`config.mk`:
```
export PLATFORM = sky130hd
export DESIGN_NAME = instruction_fetch_stage
export DESIGN_NICKNAME = d
export VERILOG_FILES = /design/src/rtl/instruction_fetch_stage_pkg.sv /design/src/rtl/instruction_fetch_stage_if_id_register.sv /design/src/rtl/instruction_fetch_stage.sv
export SDC_FILE = /design/constraint.sdc
export NUM_CORES = 1
export LEC_CHECK = 0
export ABC_AREA = 1
export BUFFER_PORTS_ARGS = -buffer_cell sky130_fd_sc_hd__buf_2
export CORE_ASPECT_RATIO = 1.75
export CORE_MARGIN = 2
export CORE_UTILIZATION = 51
export DETAILED_ROUTE_END_ITERATION = 8
export GPL_TIMING_DRIVEN = 1
export HOLD_SLACK_MARGIN = 0.08
export PLACE_DENSITY = 0.91
export REMOVE_ABC_BUFFERS = 1
export SLEW_MARGIN = 20
export SYNTH_ARGS = -nofsm -noshare
export SYNTH_HDL_FRONTEND = slang
export SYNTH_SLANG_ARGS = --single-unit
```
`constraint.sdc`:
```
create_clock -name clockMachine -period 1.95 [get_ports clockMachine]
set_clock_uncertainty 0.15 [all_clocks]
set_input_delay 0.585 -clock clockMachine [delete_from_list [all_inputs] [get_ports clockMachine]]
set_output_delay 0.585 -clock clockMachine [all_outputs]
set_load 0.05 [all_outputs]
```
`src/rtl/instruction_fetch_stage_pkg.sv`:
```
// Shared pipeline definitions for the fetch stage and the pipeline registers
// behind it.
//   NOP_INSTRUCTION    - all-zero word loaded into a pipeline register on a bubble
//   OPCODE_* / JUMP_*  - bit positions of the opcode and J-type index fields
//   DEFAULT_RESET_PC   - PC value loaded by reset unless overridden
//   ifIdEntry_t        - IF/ID register contents {instruction, pcPlusFour, valid}
package instruction_fetch_stage_pkg;

    localparam logic [31:0] NOP_INSTRUCTION  = 32'h0000_0000;
    localparam logic [31:0] DEFAULT_RESET_PC = 32'h0000_0000;

    localparam int OPCODE_MSB     = 31;
    localparam int OPCODE_LSB     = 26;
    localparam int JUMP_INDEX_MSB = 25;
    localparam int JUMP_INDEX_LSB = 0;

    // pcPlusFour is always carried at the full 32-bit architectural width.
    // A narrower fetch address is zero-extended into it.
    typedef struct packed {
        logic [31:0] instruction;
        logic [31:0] pcPlusFour;
        logic        valid;
    } ifIdEntry_t;

    localparam ifIdEntry_t IF_ID_BUBBLE = '{
        instruction: NOP_INSTRUCTION,
        pcPlusFour:  32'h0000_0000,
        valid:       1'b0
    };

endpackage

```
`src/rtl/instruction_fetch_stage_if_id_register.sv`:
```
// IF/ID pipeline register with load / hold / flush controls. The same shape
// is intended to serve as the template for the ID/EX register.
// Ports:
//   clockMachine  - rising-edge clock
//   resetMachine  - synchronous active-high reset, loads a bubble
//   flushEntry    - load a bubble (wins over loadEntry)
//   loadEntry     - capture entryNext; when low and not flushing, hold
//   entryNext     - value captured on load
//   entryCurrent  - registered contents
module if_id_register
    import instruction_fetch_stage_pkg::*;
(
    input  logic       clockMachine,
    input  logic       resetMachine,
    input  logic       flushEntry,
    input  logic       loadEntry,
    input  ifIdEntry_t entryNext,
    output ifIdEntry_t entryCurrent
);

    always_ff @(posedge clockMachine) begin
        if (resetMachine) begin
            entryCurrent <= IF_ID_BUBBLE;
        end else if (flushEntry) begin
            entryCurrent <= IF_ID_BUBBLE;
        end else if (loadEntry) begin
            entryCurrent <= entryNext;
        end
    end

endmodule

```
`src/rtl/instruction_fetch_stage.sv`:
```
// Fetch stage of the five-stage MIPS pipeline. Holds the PC, drives the
// instruction-memory address and fills the IF/ID register. Branch and jump
// redirects each produce one bubble and bump a saturating flush counter.
// Ports:
//   clockMachine, resetMachine       - clock, synchronous active-high reset
//   stallFetch                       - hold PC, IF/ID and flushCount
//   branchTaken, branchTarget        - resolved EX-stage branch (highest priority)
//   jumpTaken                        - jump enable for the instruction in IF/ID
//   instructionAddress               - memory read address (= PC)
//   instructionData                  - combinational read data
//   instructionDecode, opCodeDecode  - IF/ID instruction and its opcode field
//   pcPlusFourDecode, validDecode    - IF/ID PC+4 and valid (0 = bubble)
//   flushCount                       - saturating count of discarded fetches
module instruction_fetch_stage
    import instruction_fetch_stage_pkg::*;
#(
    parameter int                    ADDR_WIDTH        = 32,
    parameter logic [ADDR_WIDTH-1:0] RESET_PC          = ADDR_WIDTH'(DEFAULT_RESET_PC),
    parameter int                    FLUSH_COUNT_WIDTH = 16
) (
    input  logic                         clockMachine,
    input  logic                         resetMachine,
    input  logic                         stallFetch,
    input  logic                         branchTaken,
    input  logic [ADDR_WIDTH-1:0]        branchTarget,
    input  logic                         jumpTaken,
    output logic [ADDR_WIDTH-1:0]        instructionAddress,
    input  logic [31:0]                  instructionData,
    output logic [31:0]                  instructionDecode,
    output logic [5:0]                   opCodeDecode,
    output logic [ADDR_WIDTH-1:0]        pcPlusFourDecode,
    output logic                         validDecode,
    output logic [FLUSH_COUNT_WIDTH-1:0] flushCount
);

    localparam logic [FLUSH_COUNT_WIDTH-1:0] FLUSH_COUNT_MAX = '1;

    logic [ADDR_WIDTH-1:0] pcCurrent;
    logic [ADDR_WIDTH-1:0] pcNext;
    logic [ADDR_WIDTH-1:0] pcPlusFour;
    logic [31:0]           jumpTarget;
    logic                  jumpAccepted;
    logic                  redirectTaken;
    ifIdEntry_t            ifIdCurrent;
    ifIdEntry_t            ifIdNext;

    assign pcPlusFour = pcCurrent + ADDR_WIDTH'(4);

    // A stalled jump is simply not accepted yet; the jump stays in IF/ID
    // and redirects on the first unstalled cycle. A branch is older than
    // the jump in IF/ID, so it overrides both the stall and the jump.
    assign jumpAccepted  = jumpTaken && !stallFetch && !branchTaken;
    assign redirectTaken = branchTaken || jumpAccepted;

    assign jumpTarget = {ifIdCurrent.pcPlusFour[31:28],
                         ifIdCurrent.instruction[JUMP_INDEX_MSB:JUMP_INDEX_LSB],
                         2'b00};

    always_comb begin
        pcNext = pcPlusFour;
        if (branchTaken) begin
            pcNext = {branchTarget[ADDR_WIDTH-1:2], 2'b00};
        end else if (jumpAccepted) begin
            pcNext = jumpTarget[ADDR_WIDTH-1:0];
        end else if (stallFetch) begin
            pcNext = pcCurrent;
        end
    end

    always_ff @(posedge clockMachine) begin
        if (resetMachine) begin
            pcCurrent <= {RESET_PC[ADDR_WIDTH-1:2], 2'b00};
        end else begin
            pcCurrent <= pcNext;
        end
    end

    always_ff @(posedge clockMachine) begin
        if (resetMachine) begin
            flushCount <= '0;
        end else if (redirectTaken && (flushCount != FLUSH_COUNT_MAX)) begin
            flushCount <= flushCount + FLUSH_COUNT_WIDTH'(1);
        end
    end

    always_comb begin
        ifIdNext             = IF_ID_BUBBLE;
        ifIdNext.instruction = instructionData;
        ifIdNext.pcPlusFour  = 32'(pcPlusFour);
        ifIdNext.valid       = 1'b1;
    end

    if_id_register ifIdRegister (
        .clockMachine (clockMachine),
        .resetMachine (resetMachine),
        .flushEntry   (redirectTaken),
        .loadEntry    (!stallFetch),
        .entryNext    (ifIdNext),
        .entryCurrent (ifIdCurrent)
    );

    assign instructionAddress = pcCurrent;
    assign instructionDecode  = ifIdCurrent.instruction;
    assign opCodeDecode       = ifIdCurrent.instruction[OPCODE_MSB:OPCODE_LSB];
    assign pcPlusFourDecode   = ifIdCurrent.pcPlusFour[ADDR_WIDTH-1:0];
    assign validDecode        = ifIdCurrent.valid;

endmodule

```
Yosys cells after proc, flatten, opt, wreduce, memory -nomap -nowiden --
Index checks and enable logic that the tools add are counted.
Storage, ports and cells: register bits 113, latch bits 0, RAM bits 0, memory bits (read-only) 0, input port bits 69, output and inout bits 119, memories kept 0
Cells by class: add/sub/neg operators 2, $mul 0, div/mod/pow operators 0, order comparisons 0, eq/ne operators 2, shift operators 0, multiplexer cells 3, bitwise operators 0, reductions and logical operators 8
Operator list (number):
- $mux 32 | 3
- $add 32x3->32 const B | 1
- $add 16x1->16 const B | 1
- $ne 16x16->1 const B | 1
- $logic_and 1x1->1 | 3
- $ne 3x1->1 const B | 1
- $reduce_or 3->1 | 1
- $logic_not 1->1 | 2
- $reduce_or 2->1 | 1
- $logic_or 1x1->1 | 1

Logic depth before layout (Yosys ltp) --
Gate-level depths: netlist (run 1).
depth after elaboration 5, gate-level depth with buffers 10, mapped depth without buffers 10

Modules after synthesis --
Synthesis (run 1) repeated with hierarchy kept, for this count alone.
Unflattened totals: cell total of the unflattened synthesis 920, area total of the unflattened synthesis 5995.8 um^2
By module, submodules not included:
- instruction_fetch_stage | instances 1, cells each 508, area each 3350.7 um^2, seq. area each 920.9 um^2
- if_id_register | instances 1, cells each 412, area each 2645.0 um^2, seq. area each 1301.2 um^2

Worst setup path before layout (run 1) --
No wires, ideal clock.
path kind flip-flop to flip-flop, start point reg pcCurrent[2] (netlist: instructionAddress[2]), end point reg ifIdRegister.entryCurrent[31] (netlist name), setup time 0.115 ns, arrival 1.920 ns, data required time 1.685 ns, setup slack -0.235 ns, cell stages (with the launch flop) 11, buffers on the path 0, cell sequence dfxtp_1 > ha_1 > inv_1 > nor2_4 > inv_1 > nor2_1 > nand2_1 > nand2_1 > nand2_1 > o21ai_0 > inv_1
Between the ends: longest elaborated chain between the ends 1
RTL lines:
- from (decl) | RTL line instruction_fetch_stage.sv:38 | logic [ADDR_WIDTH-1:0] pcCurrent;
- from (signal assigned) | RTL line instruction_fetch_stage.sv:72 | pcCurrent <= {RESET_PC[ADDR_WIDTH-1:2], 2'b00};
- from (signal assigned) | RTL line instruction_fetch_stage.sv:74 | pcCurrent <= pcNext;
- $add 32x3->32 | RTL line instruction_fetch_stage.sv:47 | assign pcPlusFour = pcCurrent + ADDR_WIDTH'(4);
- to (signal assigned) | RTL line instruction_fetch_stage_if_id_register.sv:27 | entryCurrent <= entryNext;
- to (decl) | RTL line instruction_fetch_stage_if_id_register.sv:18 | output ifIdEntry_t entryCurrent
Every way passes these cells. A chain may end at the register's enable or synchronous reset.

Final worst setup path (run 1) --
start point reg flushCount[6], end point out flushCount[6]
RTL lines:
- from (decl) | RTL line instruction_fetch_stage.sv:33 | output logic [FLUSH_COUNT_WIDTH-1:0] flushCount
- from (signal assigned) | RTL line instruction_fetch_stage.sv:82 | flushCount <= flushCount + FLUSH_COUNT_WIDTH'(1);
No word-level cell between the ends.

==> metrics, run 1 <==
total overflow reported by the global router=0; reported leakage power=3.45 nW; Syn Std Cell Area=5700 µm²; largest net degree at the start of global routing=64; share of layout cells above drive strength 1=0.253; length of the first detailed-routing pass in iterations=6; cell at the root of the clock tree=sky130_fd_sc_hd__clkbuf_16; library cell with the largest summed area after synthesis=sky130_fd_sc_hd__dfxtp_1; Total Wirelength=17.8 mm; TritonCTS clock tree=built; final non-filler cell total=1187; WP data arrival=1170 ps; max-cap violation count=0; Max FO, Critical Path=4; WL/cell=15.0 µm; synthesized area per cell=6.55 µm²; most used cells in the layout excluding fill and tap cells=268 x sky130_fd_sc_hd__nand2_1, 181 x sky130_fd_sc_hd__buf_2, 108 x sky130_fd_sc_hd__dfxtp_1; Sinks on Clock Net=109; placed cells=1171; clk_lat worst skew=350 ps; endpoints failing hold=0; P per Cell Area=728 nW/µm²; number of cells produced by synthesis=869; share of total power in combinational logic=0.198; Pins Over Slew Limit=0; Post-Route Setup TNS=0 ps; IR drop worst, VDD=0.610 mV; shortest clock period the worst path allows after layout=1900 ps; number of flip-flops and latches in the synthesized netlist=109; main area contributors after synthesis=sky130_fd_sc_hd__dfxtp_1 38%, sky130_fd_sc_hd__nand2_1 18%, sky130_fd_sc_hd__a21oi_1 7.3%; status=finished, final reports clean; cell area after placement=6860 µm²; number of distinct library cells after synthesis=35; internal power consumption=3.56 mW; startpoint types=register; clock slew at the register clock pins of the worst setup and hold paths=70 ps; overall routing resource usage=0.292; htree depth=3; I/O pin cnt=188; number of core rows=51; commonest non-fill, non-tap cell in the layout=sky130_fd_sc_hd__nand2_1; first-pass GRT wire length=28.1 mm; Sw Share=0.317; via count of the first global-routing pass=5892; critical path data required time=1210 ps; Final ANT Viol Nets=0; post-layout total power=5.21 mW; Max Clock Freq=525 MHz; count of vias placed by the detailed router=6343; Final period util=0.976; switching power summed over all nets=1.65 mW; vertical die dimension=144 µm; count of input and output buffers=181; clk buf depth=2; Setup-failing EPs final=0; final cell utilization of the core=0.649; HPWL after detailed placement=13.4 mm; per-cell via count in the routed design=5.34; worst-case register-to-register setup slack=110 ps; element type at the critical path end=output pin; Worst Setup Path Type=register to output pin; share of the yosys chip area belonging to registers=0.383; worst hold path class=register to register; weighted congestion at the end of routability-driven global placement=0.957; number of antenna violations at the first check in global routing=0; Yosys top cell area share=0.383; starting density of the core=0.516; sequential cell fraction of total power=0.463; setup repair after global routing missed its margin=false; detailed-route DRC error count=0; starting DRC count in detailed routing=399; Area growth, synth to finish=25.7%; die span in x=83.9 µm; antenna diode count=0; YS warnings=0; final net count=1121; area of the core=11000 µm²; area of the die=12100 µm²; final design area excluding fillers=7160 µm²; number of clock buffers inserted by TritonCTS=9; share of total power in the clock network=0.339
## worst paths after layout
kind | startpoint | to | cells after the start
worst max-delay path | flushCount[6] | flushCount[6] | 2
worst min register to register | ifIdRegister.entryCurrent[4] | ifIdRegister.entryCurrent[4] | 2
worst min-delay path | ifIdRegister.entryCurrent[4] | ifIdRegister.entryCurrent[4] | 2
worst max register to register | instructionAddress[11] | ifIdRegister.entryCurrent[32] | 9
## cell type report
cell class / count / area [µm²]
timing repair buffer: 219 / 1270
fill: 981 / 3880
multi-input combinational: 636 / 2980
sequential: 109 / 2180
clock inverter: 4 / 30.0
inverter: 75 / 282
clock buffer: 12 / 256
tap: 132 / 165
## power groups by stage
stage          Combinational [mW]  Clock [mW]  Sequential [mW]
3_5_place_dp                 1.02           0             2.46
4_1_cts                      1.03        1.78             2.41
5_1_grt                      1.11        1.86             2.43
6_report                     1.03        1.76             2.41
3_3_place_gp                 1.01           0             2.46
2_1_floorplan               0.320           0             2.77
## stage by stage
step / hold slack (ps) / worst slack (ps)
2_1_floorplan: 497 / -1180
3_3_place_gp: 301 / 101
3_5_place_dp: 312 / 54.1
4_1_cts: 320 / 54.7
5_1_grt: 325 / 6.87
6_report: 321 / 46.0
## registers in the layout (all words and copies together) (netlist names)
name	flops
ifIdRegister.entryCurrent	63
instructionAddress	30
flushCount	16
## cell families (layout without fill, tap and decap cells)
logic type	Yosys count	after routing	share of synthesized area
simple gates	434	434	0.309
fa+ha+maj	2	2	0.00439
buf+inv	127	310	0.0980
xor+xnor	20	20	0.0308
flops	109	109	0.383
other cells	1	4	0.000658
compound gates	176	176	0.174
## per-layer routing
metal	wire length, µm	part of all wire	track usage	up-vias
met2	9320	0.53	0.531	271
met5	0	0	0	-
met1	6590	0.37	0.318	2882
met3	969	0.055	0.0442	65
li1	-	-	-	3125
met4	872	0.049	0.170	0
## cells in the mapped netlist
cell,number
sky130_fd_sc_hd__a211oi_1,4
sky130_fd_sc_hd__inv_2,2
sky130_fd_sc_hd__nand2_1,268
sky130_fd_sc_hd__a21oi_2,9
sky130_fd_sc_hd__dfxtp_1,109
sky130_fd_sc_hd__a31oi_1,6
sky130_fd_sc_hd__nand3b_1,2
sky130_fd_sc_hd__ha_1,2
sky130_fd_sc_hd__inv_1,73
sky130_fd_sc_hd__a21oi_1,83
sky130_fd_sc_hd__nand3_1,29
sky130_fd_sc_hd__o211a_1,1
sky130_fd_sc_hd__buf_4,14
sky130_fd_sc_hd__a31o_2,1
sky130_fd_sc_hd__o21ai_1,1
sky130_fd_sc_hd__clkbuf_1,24
sky130_fd_sc_hd__xor2_1,13
sky130_fd_sc_hd__a22oi_1,5
sky130_fd_sc_hd__nand4_1,8
sky130_fd_sc_hd__conb_1,1
sky130_fd_sc_hd__nor2_2,4
sky130_fd_sc_hd__a21o_1,1
sky130_fd_sc_hd__nor2_1,110
sky130_fd_sc_hd__buf_2,11
sky130_fd_sc_hd__nand3_2,2
sky130_fd_sc_hd__nand2_2,4
sky130_fd_sc_hd__xnor2_1,7
sky130_fd_sc_hd__o21ai_4,1
sky130_fd_sc_hd__o21ai_0,54
sky130_fd_sc_hd__buf_1,1
sky130_fd_sc_hd__buf_6,2
sky130_fd_sc_hd__o211ai_1,9
sky130_fd_sc_hd__o21bai_1,1
sky130_fd_sc_hd__nor2_4,4
sky130_fd_sc_hd__nor3_1,3
## critical path: stages (launching register included)
cell	delay (ps)
sky130_fd_sc_hd__dfxtp_1	390
sky130_fd_sc_hd__buf_4	170
sky130_fd_sc_hd__buf_2	260
## repair_timing
item,CTS,global route
gates resized for setup,0,5
hold buffers,0,0
setup buffers,0,0
setup endpoints to repair,0,4
(Power assumes the default switching activity.)
==> run 2: changes to the inputs <==
Settings changed: CORE_UTILIZATION 51 to 52, PLACE_DENSITY 0.91 to 0.92, SYNTH_HIERARCHICAL set to 1.
==> metrics, run 2 <==
status=finished, final reports clean; length of the first detailed-routing pass in iterations=5; commonest non-fill, non-tap cell in the layout=sky130_fd_sc_hd__nand2_1; number of cells produced by synthesis=920; Sequential Area=2230 µm²; detailed-route DRC error count=0; number of flip-flops under the largest register name=65; depth of the worst hold-timing path=2; Yosys top cell area share=0.371; crit-path cells=buf_2; library cell with the largest summed area after synthesis=sky130_fd_sc_hd__dfxtp_1; number of distinct library cells after synthesis=39; most used cells in the layout excluding fill and tap cells=278 x sky130_fd_sc_hd__nand2_1, 182 x sky130_fd_sc_hd__buf_2, 173 x sky130_fd_sc_hd__nor2_1; Pins Over Slew Limit=0; met2 layer usage reported by global route=0.517; reported leakage power=3.71 nW; starting density of the core=0.537; dominant synthesized flop cell=sky130_fd_sc_hd__dfxtp_1; Multi-input gate area=3130 µm²; top cell types by occurrence after synthesis=278 x sky130_fd_sc_hd__nand2_1, 177 x sky130_fd_sc_hd__nor2_1, 111 x sky130_fd_sc_hd__dfxtp_1; critical path data required time=1210 ps; number of flip-flops and latches in the synthesized netlist=111; filler instances=970; startpoint types=register; Area growth, synth to finish=25.3%; starting DRC count in detailed routing=430; I/O pin cnt=188; weighted congestion at the end of routability-driven global placement=0.957; synthesized area per cell=6.52 µm²; Top Family by Delay on Critical Path=flip-flops; Max Clock Freq=527 MHz; largest net degree at the start of global routing=59; endpoints failing hold=0; number of core rows=51; cell with the most instances after synthesis=sky130_fd_sc_hd__nand2_1; area of the die=12400 µm²; GR peak layer=met2; area of the core=11200 µm²; share of the yosys chip area belonging to registers=0.371; final cell utilization of the core=0.673; final net count=1174; first-pass GRT wire length=28.3 mm; count of vias placed by the detailed router=6493; Slowest-stage cell, CP=sky130_fd_sc_hd__dfxtp_1; measured slew at the worst slew-check pin=571 ps; Final ANT Viol Nets=0; element type at the critical path end=output pin; final non-filler cell total=1239; Max FO, Critical Path=7; number of gates on the worst path with buffers counted=1; Post-synth ARST share=0; clock slew at the register clock pins of the worst setup and hold paths=70 ps; met3 track demand over resource in global routing=0.0413; Relative slew margins=0.619; post-layout total power=5.73 mW; worst hold path class=register to register; met1 capacity usage during global routing=0.306; worst path bufs/invs=1; P per Cell Area=763 nW/µm²; main area contributors after synthesis=sky130_fd_sc_hd__dfxtp_1 37%, sky130_fd_sc_hd__nand2_1 17%, sky130_fd_sc_hd__nor2_1 11%; HPWL after detailed placement=13.0 mm; total overflow reported by the global router=0; number of clock buffers inserted by TritonCTS=9; number of antenna violations at the first check in global routing=1; Setup-failing EPs final=0; per-cell via count in the routed design=5.24; WL/cell=14.3 µm; Total Wirelength=17.8 mm; count of input and output buffers=183; Critical Path Max Stage Delay=470 ps; via count of the first global-routing pass=6080; WP data arrival=1160 ps; YS warnings=6; cells on worst reg2reg path=8; shortest clock period the worst path allows after layout=1900 ps; htree depth=3; cell at the root of the clock tree=sky130_fd_sc_hd__clkbuf_16; overall routing resource usage=0.280; Worst Setup Path Type=register to output pin; vertical die dimension=146 µm; worst-case register-to-register setup slack=130 ps; number of enable flip-flop cells after synthesis=0; register with the most flip-flops=ifIdRegister/entryCurrent; Syn Std Cell Area=6000 µm²; die span in x=85.2 µm; IR drop worst, VDD=0.738 mV; number of setup buffers added after CTS=0; Sinks on Clock Net=111; clk buf depth=2; clk_lat worst skew=350 ps; Final period util=0.974; share of layout cells above drive strength 1=0.248; max-cap violation count=0; setup repair after global routing missed its margin=false; TritonCTS clock tree=built; placed cells=1224
-- run 2: changes by cell type after synthesis, sizes merged, moves of 5 or more --
cell    change
nand3      -15
o211ai      -5
buf         +9
a21oi      -49
nor2       +73
nand3b      +8
o21ai      -22
inv        +28
clkbuf     -12
a221oi     +20
nand2      +12
-- run 2: metal layers --
metal,vias to the layer above,share of wire,wire (µm)
li1,3200,-,-
met1,3008,0.38,6750
met2,235,0.54,9570
met3,50,0.047,836
met4,0,0.035,617
met5,-,0,0
-- run 2: area by class of cell --
type | count | share of cell area
Antenna cell | 1 | 0.000333
Clock buffer | 10 | 0.0318
Clock inverter | 4 | 0.0127
Inverter | 104 | 0.0523
Multi-Input combinational cell | 659 | 0.417
Sequential cell | 111 | 0.297
Tap cell | 132 | 0.0220
Timing Repair Buffer | 218 | 0.167
-- run 2: what timing repair did --
item / in CTS / in global routing
gates resized for setup: 1 / 9
endpoints found under the setup margin: 1 / 14
hold buffers: 0 / 0
-- run 2: path summary, 6_finish.rpt --
path | endpoint | start
worst max-delay path | instructionAddress[25] | instructionAddress[25]
worst min-delay path | ifIdRegister/entryCurrent[28] | ifIdRegister/entryCurrent[28]
worst max register to register | flushCount[0] | flushCount[0]
worst min register to register | ifIdRegister/entryCurrent[28] | ifIdRegister/entryCurrent[28]
-- run 2: kinds of logic (layout without fill, tap and decap cells) --
kind of cell / count (synthesis) / in the layout / share of synthesized area
simple gates: 515 / 515 / 0.359
buf+inv: 153 / 336 / 0.111
compound gates: 114 / 114 / 0.114
flops: 111 / 111 / 0.371
xor+xnor: 23 / 23 / 0.0399
fa+ha+maj: 2 / 2 / 0.00417
other cells: 2 / 6 / 0.00125
-- run 2: power by group --
part           total (mW)  switching (mW)  internal (mW)
Clock                2.10           0.824           1.28
Sequential           2.48           0.109           2.37
Combinational        1.15           0.806          0.348
-- run 2: through the flow --
stage	TNS (ps)	area (µm²)	hold slack (ps)	setup WS (ps)
2_1_floorplan	-190550	5730	504	-2060
5_1_grt	0	7510	347	1.57
3_3_place_gp	0	7160	304	16.1
3_5_place_dp	-21.8	7160	309	-14.4
4_1_cts	0	7500	318	23.0
6_report	0	7510	319	51.3
